[src/rtl/gcd_pkg.sv]
// Shared types and helpers for the GCD engine and its step datapath.
package gcd_pkg;

    typedef enum logic [1:0] {StIdle, StCalc, StFin, StDone} state_e;

    localparam int unsigned MODE_EUCLID = 0;
    localparam int unsigned MODE_STEIN  = 1;

    // Wide enough to count every common factor of two that a WIDTH-bit operand can hold.
    function automatic int unsigned k_width(int unsigned width);
        return $clog2(width) + 1;
    endfunction

endpackage

[src/rtl/gcd_step.sv]
// One combinational GCD iteration: termination detect plus a single Euclid or Stein reduction.
module gcd_step
    import gcd_pkg::*;
#(
    parameter int unsigned WIDTH = 16,
    parameter int unsigned MODE  = MODE_EUCLID
) (
    input  logic [WIDTH-1:0] x_i,
    input  logic [WIDTH-1:0] y_i,
    output logic [WIDTH-1:0] x_o,
    output logic [WIDTH-1:0] y_o,
    output logic             k_inc_o,
    output logic             term_o,
    output logic [WIDTH-1:0] r_o
);

    always_comb begin
        x_o     = x_i;
        y_o     = y_i;
        k_inc_o = 1'b0;
        term_o  = 1'b0;
        r_o     = '0;
        if (x_i == '0) begin
            term_o = 1'b1;
            r_o    = y_i;
        end else if (y_i == '0) begin
            term_o = 1'b1;
            r_o    = x_i;
        end else if (x_i == y_i) begin
            term_o = 1'b1;
            r_o    = x_i;
        end else if (MODE == MODE_STEIN) begin
            // Shared factors of two are stripped first and restored later via k.
            if (!x_i[0] && !y_i[0]) begin
                x_o     = x_i >> 1;
                y_o     = y_i >> 1;
                k_inc_o = 1'b1;
            end else if (!x_i[0]) begin
                x_o = x_i >> 1;
            end else if (!y_i[0]) begin
                y_o = y_i >> 1;
            end else if (x_i > y_i) begin
                x_o = x_i - y_i;
            end else begin
                y_o = y_i - x_i;
            end
        end else begin
            if (x_i > y_i) begin
                x_o = x_i - y_i;
            end else begin
                y_o = y_i - x_i;
            end
        end
    end

endmodule

[src/rtl/gcd_engine.sv]
// Handshaked GCD engine: accepts an operand pair, iterates gcd_step once per cycle, and holds
// the result and saturating step count until the consumer takes them.
module gcd_engine
    import gcd_pkg::*;
#(
    parameter int unsigned WIDTH = 16,
    parameter int unsigned MODE  = MODE_EUCLID,
    parameter int unsigned CNT_W = 16
) (
    input  logic             clk,
    input  logic             rst,
    input  logic             in_valid,
    output logic             in_ready,
    input  logic [WIDTH-1:0] in_x,
    input  logic [WIDTH-1:0] in_y,
    output logic             out_valid,
    input  logic             out_ready,
    output logic [WIDTH-1:0] out_gcd,
    output logic [CNT_W-1:0] out_steps,
    output logic             busy
);

    localparam int unsigned KW = k_width(WIDTH);

    state_e           state_q, state_d;
    logic [WIDTH-1:0] x_q, x_d, y_q, y_d, r_q, r_d, gcd_q, gcd_d;
    logic [KW-1:0]    k_q, k_d;
    logic [CNT_W-1:0] count_q, count_d, steps_q, steps_d;

    logic [WIDTH-1:0] step_x, step_y, step_r;
    logic             step_k_inc, step_term;

    gcd_step #(
        .WIDTH (WIDTH),
        .MODE  (MODE)
    ) u_step (
        .x_i     (x_q),
        .y_i     (y_q),
        .x_o     (step_x),
        .y_o     (step_y),
        .k_inc_o (step_k_inc),
        .term_o  (step_term),
        .r_o     (step_r)
    );

    always_ff @(posedge clk or negedge rst) begin
        if (!rst) begin
            state_q <= StIdle;
            x_q     <= '0;
            y_q     <= '0;
            r_q     <= '0;
            k_q     <= '0;
            count_q <= '0;
            gcd_q   <= '0;
            steps_q <= '0;
        end else begin
            state_q <= state_d;
            x_q     <= x_d;
            y_q     <= y_d;
            r_q     <= r_d;
            k_q     <= k_d;
            count_q <= count_d;
            gcd_q   <= gcd_d;
            steps_q <= steps_d;
        end
    end

    always_comb begin
        state_d = state_q;
        x_d     = x_q;
        y_d     = y_q;
        r_d     = r_q;
        k_d     = k_q;
        count_d = count_q;
        gcd_d   = gcd_q;
        steps_d = steps_q;
        case (state_q)
            StIdle: begin
                if (in_valid) begin
                    x_d     = in_x;
                    y_d     = in_y;
                    k_d     = '0;
                    count_d = '0;
                    state_d = StCalc;
                end
            end
            StCalc: begin
                if (step_term) begin
                    r_d     = step_r;
                    state_d = StFin;
                end else begin
                    x_d = step_x;
                    y_d = step_y;
                    if (step_k_inc) begin
                        k_d = k_q + 1'b1;
                    end
                    if (count_q != '1) begin
                        count_d = count_q + 1'b1;
                    end
                end
            end
            StFin: begin
                // Cannot overflow: the restored value is the true gcd, never above an operand.
                gcd_d   = r_q << k_q;
                steps_d = count_q;
                state_d = StDone;
            end
            StDone: begin
                if (out_ready) begin
                    state_d = StIdle;
                end
            end
            default: state_d = StIdle;
        endcase
    end

    always_comb begin
        in_ready  = (state_q == StIdle);
        out_valid = (state_q == StDone);
        busy      = (state_q == StCalc) || (state_q == StFin);
        out_gcd   = gcd_q;
        out_steps = steps_q;
    end

endmodule

[config.mk]
export PLATFORM = sky130hd
export DESIGN_NAME = gcd_engine
export DESIGN_NICKNAME = d
export VERILOG_FILES = /design/src/rtl/gcd_pkg.sv /design/src/rtl/gcd_step.sv /design/src/rtl/gcd_engine.sv
export SDC_FILE = /design/constraint.sdc
export NUM_CORES = 1
export LEC_CHECK = 0
export ABC_AREA = 1
export ABC_CLOCK_PERIOD_IN_PS = 2340
export CAP_MARGIN = 20
export CORE_MARGIN = 5
export CORE_UTILIZATION = 52
export DETAILED_ROUTE_END_ITERATION = 10
export GPL_ROUTABILITY_DRIVEN = 0
export PLACE_DENSITY = 0.86
export SYNTH_ARGS = -nofsm -noshare
export SYNTH_HDL_FRONTEND = slang
export SYNTH_SLANG_ARGS = --single-unit
export TNS_END_PERCENT = 1
[constraint.sdc]
create_clock -name clk -period 2.34 [get_ports clk]
set_clock_uncertainty 0.15 [all_clocks]
set_input_delay 0.585 -clock clk [delete_from_list [all_inputs] [get_ports clk]]
set_output_delay 0.585 -clock clk [all_outputs]
set_load 0.03 [all_outputs]
; ---- After elaboration in Yosys (flattened, before gate mapping)
; Cells that the tools add are included.
[word_totals]
ff_bits = 98
inputBits = 36
out_inout_bits = 35
wordCells = 64
[op_classes]
add_sub_neg = 3
order_cmp = 1
eq_ne = 15
muxes = 28
n_reduce_logical = 10
[ops]
columns = operator, n
row1 = two-way mux 16 bit, 18
row2 = one-hot mux 16 bit (2 select lines), 3
row3 = logical NOT 16 bit, 2
row4 = subtractor 16 bit, 2
row5 = adder 16 x 1 -> 16 bit (second input constant), 1
row6 = equality test 16 bit, 1
row7 = > comparator 16 bit, 1
row8 = inequality test 16 bit (second input constant), 1
row9 = inequality test 2 bit (second input constant), 8
row10 = AND reduction 7 bit, 2
row11 = one-hot mux 2 bit (4 select lines), 1
row12 = two-way mux 2 bit, 3
row13 = equality test 2 bit (second input constant), 2
row14 = inequality test 2 x 1 -> 1 bit (second input constant), 2
row15 = AND reduction 4 bit, 1
row16 = two-way mux 1 bit, 3
row17 = AND reduction 3 bit, 1
row18 = equality test 2 x 1 -> 1 bit (second input constant), 1
row19 = logical NOT 2 bit, 1
row20 = AND reduction 2 bit, 1
row21 = nonzero test 2 bit, 1
row22 = logical OR 1 bit, 1

; ---- Depth between registers and ports, before layout
[logic_depth]
word_depth = 7
mapped_depth = 16
ltp_nobuf = 15

; ---- Hierarchy
; From an unflattened synthesis, not the netlist that was laid out.
[hier_totals]
hier_cells = 1216
area_unflattened_um2 = 8074.0
[by_module_without_submodules]
columns = module, n_inst, cells_each, area_each_um2, seq_area_each_um2
row1 = gcd_engine, 1, 670, 5243.8, 2577.5
row2 = gcd_step, 1, 546, 2830.2, 0.0

; ---- Worst setup path after synthesis
; Ideal clock, no wire load.
[synth_path]
path_type = register to register
from = reg y_q[0]
to = reg y_q[8]
setup_time_ns = 0.118
t_arrival_ns = 2.001
t_required_ns = 2.072
slack_ns = 0.071
stages_incl_launch_ff = 14
path_buffers = 1
period_less_slack_ns = 2.269
cell_sequence = dfrtp_1 > ha_1 > fa_1 > inv_1 > nand2_1 > nand2_1 > nand2_1 > nand2_1 > nand2_1 > a21oi_2 > nor2_8 > buf_6 > nand2_1 > o21ai_2
[synth_via]
elab_chain_len = 7
word_cells_on_any_way = 18
cone_classes = add/sub: 1 / order compare: 1 / eq/ne: 5 / mux: 9 / reduce/logical: 2
[synth_rtl]
columns = item, line
row1 = start: declaration, gcd_engine.sv:26  ; logic [WIDTH-1:0] x_q, x_d, y_q, y_d, r_q, r_d, gcd_q, gcd_d;
row2 = start signal: assignment, gcd_engine.sv:59  ; y_q <= y_d;
row3 = subtractor 16 bit, gcd_step.sv:51  ; y_o = y_i - x_i;
row4 = two-way mux 16 bit, gcd_step.sv:48  ; if (x_i > y_i) begin
row5 = two-way mux 16 bit, gcd_step.sv:29  ; end else if (x_i == y_i) begin
row6 = two-way mux 16 bit, gcd_step.sv:26  ; end else if (y_i == '0) begin
row7 = two-way mux 16 bit, gcd_step.sv:23  ; if (x_i == '0) begin
row8 = two-way mux 16 bit, gcd_engine.sv:88  ; if (step_term) begin
row9 = one-hot mux 16 bit (2 select lines), gcd_engine.sv:77  ; case (state_q)
; Parallel ways exist; a longest one is shown, timed or not. The select of a mux whose other input is x is not followed.
; A chain may end at the register's enable or synchronous reset.

; ---- Final worst setup path
[layout_path]
from = reg y_q[3]
to = reg x_q[6]
[layout_via]
elab_chain_len = 7
word_cells_on_any_way = 18
cone_classes = add/sub: 1 / order compare: 1 / eq/ne: 5 / mux: 9 / reduce/logical: 2
[layout_rtl]
columns = item, line
row1 = subtractor 16 bit, gcd_step.sv:49  ; x_o = x_i - y_i;
row2 = two-way mux 16 bit, gcd_step.sv:48
row3 = two-way mux 16 bit, gcd_step.sv:29
row4 = two-way mux 16 bit, gcd_step.sv:26
row5 = two-way mux 16 bit, gcd_step.sv:23
row6 = two-way mux 16 bit, gcd_engine.sv:88
row7 = one-hot mux 16 bit (2 select lines), gcd_engine.sv:77
row8 = end signal: assignment, gcd_engine.sv:49  ; x_q <= '0;
row9 = end signal: assignment, gcd_engine.sv:58  ; x_q <= x_d;
row10 = end: declaration, gcd_engine.sv:26
; Parallel ways exist; a longest one is shown, timed or not. The select of a mux whose other input is x is not followed.

==> results.json <==
{
  "finalCritPeriodShare": 1.054,
  "rrSetupSlack_ns": -0.13,
  "cts_sinks": 98,
  "synth.cell_area_um2": 6835,
  "wl_per_cell_um": 16.24,
  "vias": 7166,
  "yosysMostFrequentCell": "nand2_1",
  "ys_seq_area_frac": 0.3588,
  "setup_viol_count_final": 32,
  "multi_input_area_um2": 3920,
  "critical_path.endpoint": "x_q[6]",
  "worstSetupPathType": "flop to flop",
  "drv_cap": 0,
  "maxSlewViolCount": 0,
  "layout.area.seq_um2": 2455,
  "cts-buffers-inserted": 9,
  "yosysUniqueCellTypes": 39,
  "synth.top_cell.area_share": 0.3588,
  "hp-class": "input pin to async pin",
  "cts_hold_buf": 0,
  "place_inst": 1250,
  "cts_tree": "yes",
  "track_usage": 0.2455,
  "clock_path_buffers": 2,
  "hold_viol_final": 0,
  "leakagePower_nw": 4.491,
  "synth_ff_type": "dfrtp_1",
  "die_y_um": 124.7,
  "cts_root_buf": "clkbuf_16",
  "grt_overflow_total": 0,
  "cp-start-kind": "flop",
  "synth_cells": 981,
  "synth_fp_nets": 1055,
  "path_max_fanout": 5,
  "synth_largest_area_cell": "dfrtp_1",
  "worstMarginPinSlew_ns": 0.5540,
  "area_delta_synth_final_pct": 28.68,
  "ys_seq_elements": 98,
  "fill_cells": 918,
  "busiest_layer": "met2",
  "irDropWorstVdd_mv": 0.6875,
  "worstPathArrival_ns": 2.55,
  "synth-edff-count": 0,
  "drt_iter0_markers": 998,
  "synth_area_leaders": "dfrtp_1, nand2_1, inv_1",
  "synth_common_cells": "nand2_1, inv_1, nor2_1, dfrtp_1, nand3_1",
  "grt_util_met1": 0.3332,
  "dp_hpwl_mm": 14.42,
  "crit_start": "y_q[3]",
  "crit_path_end_kind": "flop",
  "use_met3": 0.05189,
  "io_pins": 71,
  "yosys_warnings": 0,
  "pre_cts_ws_ns": -0.02841,
  "first_global_vias": 6470,
  "status": "finished, violations left",
  "vias_per_cell": 5.603,
  "rows": 41,
  "r2r_end": "x_q[6]",
  "grt_pass1_wl_mm": 31.32,
  "die_w_um": 124.7,
  "die_area_um2": 15540,
  "p_per_area_nw_per_um2": 1648,
  "final.min_clock_period_ns": 2.465,
  "antenna_left": 0,
  "insertion_delay_ns": 0.36,
  "drive_above_1_share": 0.1780,
  "max_freq_mhz": 405.6,
  "fin_nets": 1176,
  "drtPass1Iterations": 8,
  "htreeDepth": 3,
  "reg2reg_depth": 15,
  "violations": "negative setup slack",
  "drt-total-wl_mm": 20.78,
  "ys_async_sr_fraction": 1.000,
  "grt_max_degree": 45,
  "remaining_drc_errors": 0,
  "start_util": 0.5351,
  "grt_use_met2": 0.3912,
  "fin_cells": 1279,
  "core_region_area_um2": 12770,
  "rsz0062_at_grt": "true",
  "setup_slack_ns": -0.1253,
  "num_antenna_cells": 0,
  "cp.required_ns": 2.43,
  "r2r-start": "y_q[3]",
  "synth_area_per_cell_um2": 6.968,
  "antenna_found_initial": 0,
  "clkTransAtPathRegs_ns": 0.08,
  "slew_headroom": 0.6307,
  "io_buffers": 70
}
## worst min-delay path by stage
stage,start,end,slack [ns],cells past startpoint
finish,rst,x_q[4],0.06,1
global route,rst,x_q[4],0.1,1
floorplan,rst,count_q[0],0.14,0
global placement,count_q[3],count_q[3],0.33,2
detailed placement,count_q[3],count_q[3],0.33,2
CTS,rst,x_q[5],0.07,1
## kinds of logic after synthesis
| family | count (synthesis) | share of synthesized area |
|---|---|---|
| XOR/XNOR | 13 | 0.01666 |
| adder cells (fa/ha/maj) | 38 | 0.07176 |
| multiplexers | 21 | 0.03460 |
| AO/OA/AOI/OAI | 86 | 0.07395 |
| flip-flops | 98 | 0.3588 |
| AND/OR/NAND/NOR | 555 | 0.3421 |
| buffers and inverters | 170 | 0.1021 |
## sequential cells by signal (all words and copies together) (netlist names)
signal,cells
r_q,16
out_gcd,16
x_q,16
out_steps,16
count_q,16
y_q,16
state_q,2
## power by group
| group | internal [mW] | leakage (nW) | switching, mW |
|---|---|---|---|
| Clock | 0.978 | 0.157 | 0.686 |
| Sequential | 2.21 | 1.29 | 0.397 |
| Combinational | 3.93 | 3.05 | 6.28 |
| Total | 7.12 | 4.49 | 7.37 |
## stage by stage
stage	setup TNS, ns	cell area [um2]	util	power [mW]	hold slack, ns
floorplan	0	6835	-	8.501	0.1394
global placement	0	8066	0.6315	11.08	0.3328
detailed placement	-0.2141	8066	0.6315	11.39	0.3323
CTS	-0.008197	8411	0.6584	13.12	0.07334
global route	-4.459	8796	0.6886	15.47	0.09617
finish	-1.867	8796	0.6886	14.49	0.05529
## critical path: stages (launching register included)
cell	delay (ns)
dfrtp_1	0.36
inv_1	0.07
ha_1	0.39
nand2_2	0.10
inv_1	0.10
nand2_1	0.10
nor2_1	0.17
nand2_1	0.14
nand3_2	0.12
nand2_4	0.08
nand2_8	0.10
nor2_4	0.05
buf_12	0.14
buf_12	0.13
nand2_2	0.06
o21ai_1	0.08
## cell usage in the layout (no fill, tap or decap), types with 7 or more instances in the layout
master,instances
a21oi_1,27
mux2_2,21
buf_4,55
inv_1,130
nand2_1,322
xor2_1,11
nand4_1,12
clkdlybuf4s50_1,66
o21ai_2,16
nand3_1,66
nand2_2,22
clkbuf_16,11
inv_2,13
buf_12,7
a31oi_1,19
ha_1,30
nor2_1,97
dfrtp_1,96
o21ai_0,12
## final cells by class
class,count,share of cell area
Multi-Input combinational cell,713,0.4457
Sequential cell,98,0.2791
Timing Repair Buffer,136,0.1511
Inverter,144,0.06174
Clock buffer,10,0.02717
Tap cell,172,0.02447
Clock inverter,6,0.01081
## per-layer routing
metal / vias up / part of all wire
li1: 3317 / -
met1: 3309 / 0.41
met2: 456 / 0.45
met3: 84 / 0.10
met4: 0 / 0.040
met5: - / 0
## repair_timing
action / CTS / global route
hold endpoints to repair: 0 / 0
resized for setup: 7 / 59
endpoints found under the setup margin: 27 / 59
pin swaps: 1 / 10
cloned: 0 / 3
buffers inserted: 0 / 10
Power figures use the tool's default switching activity.
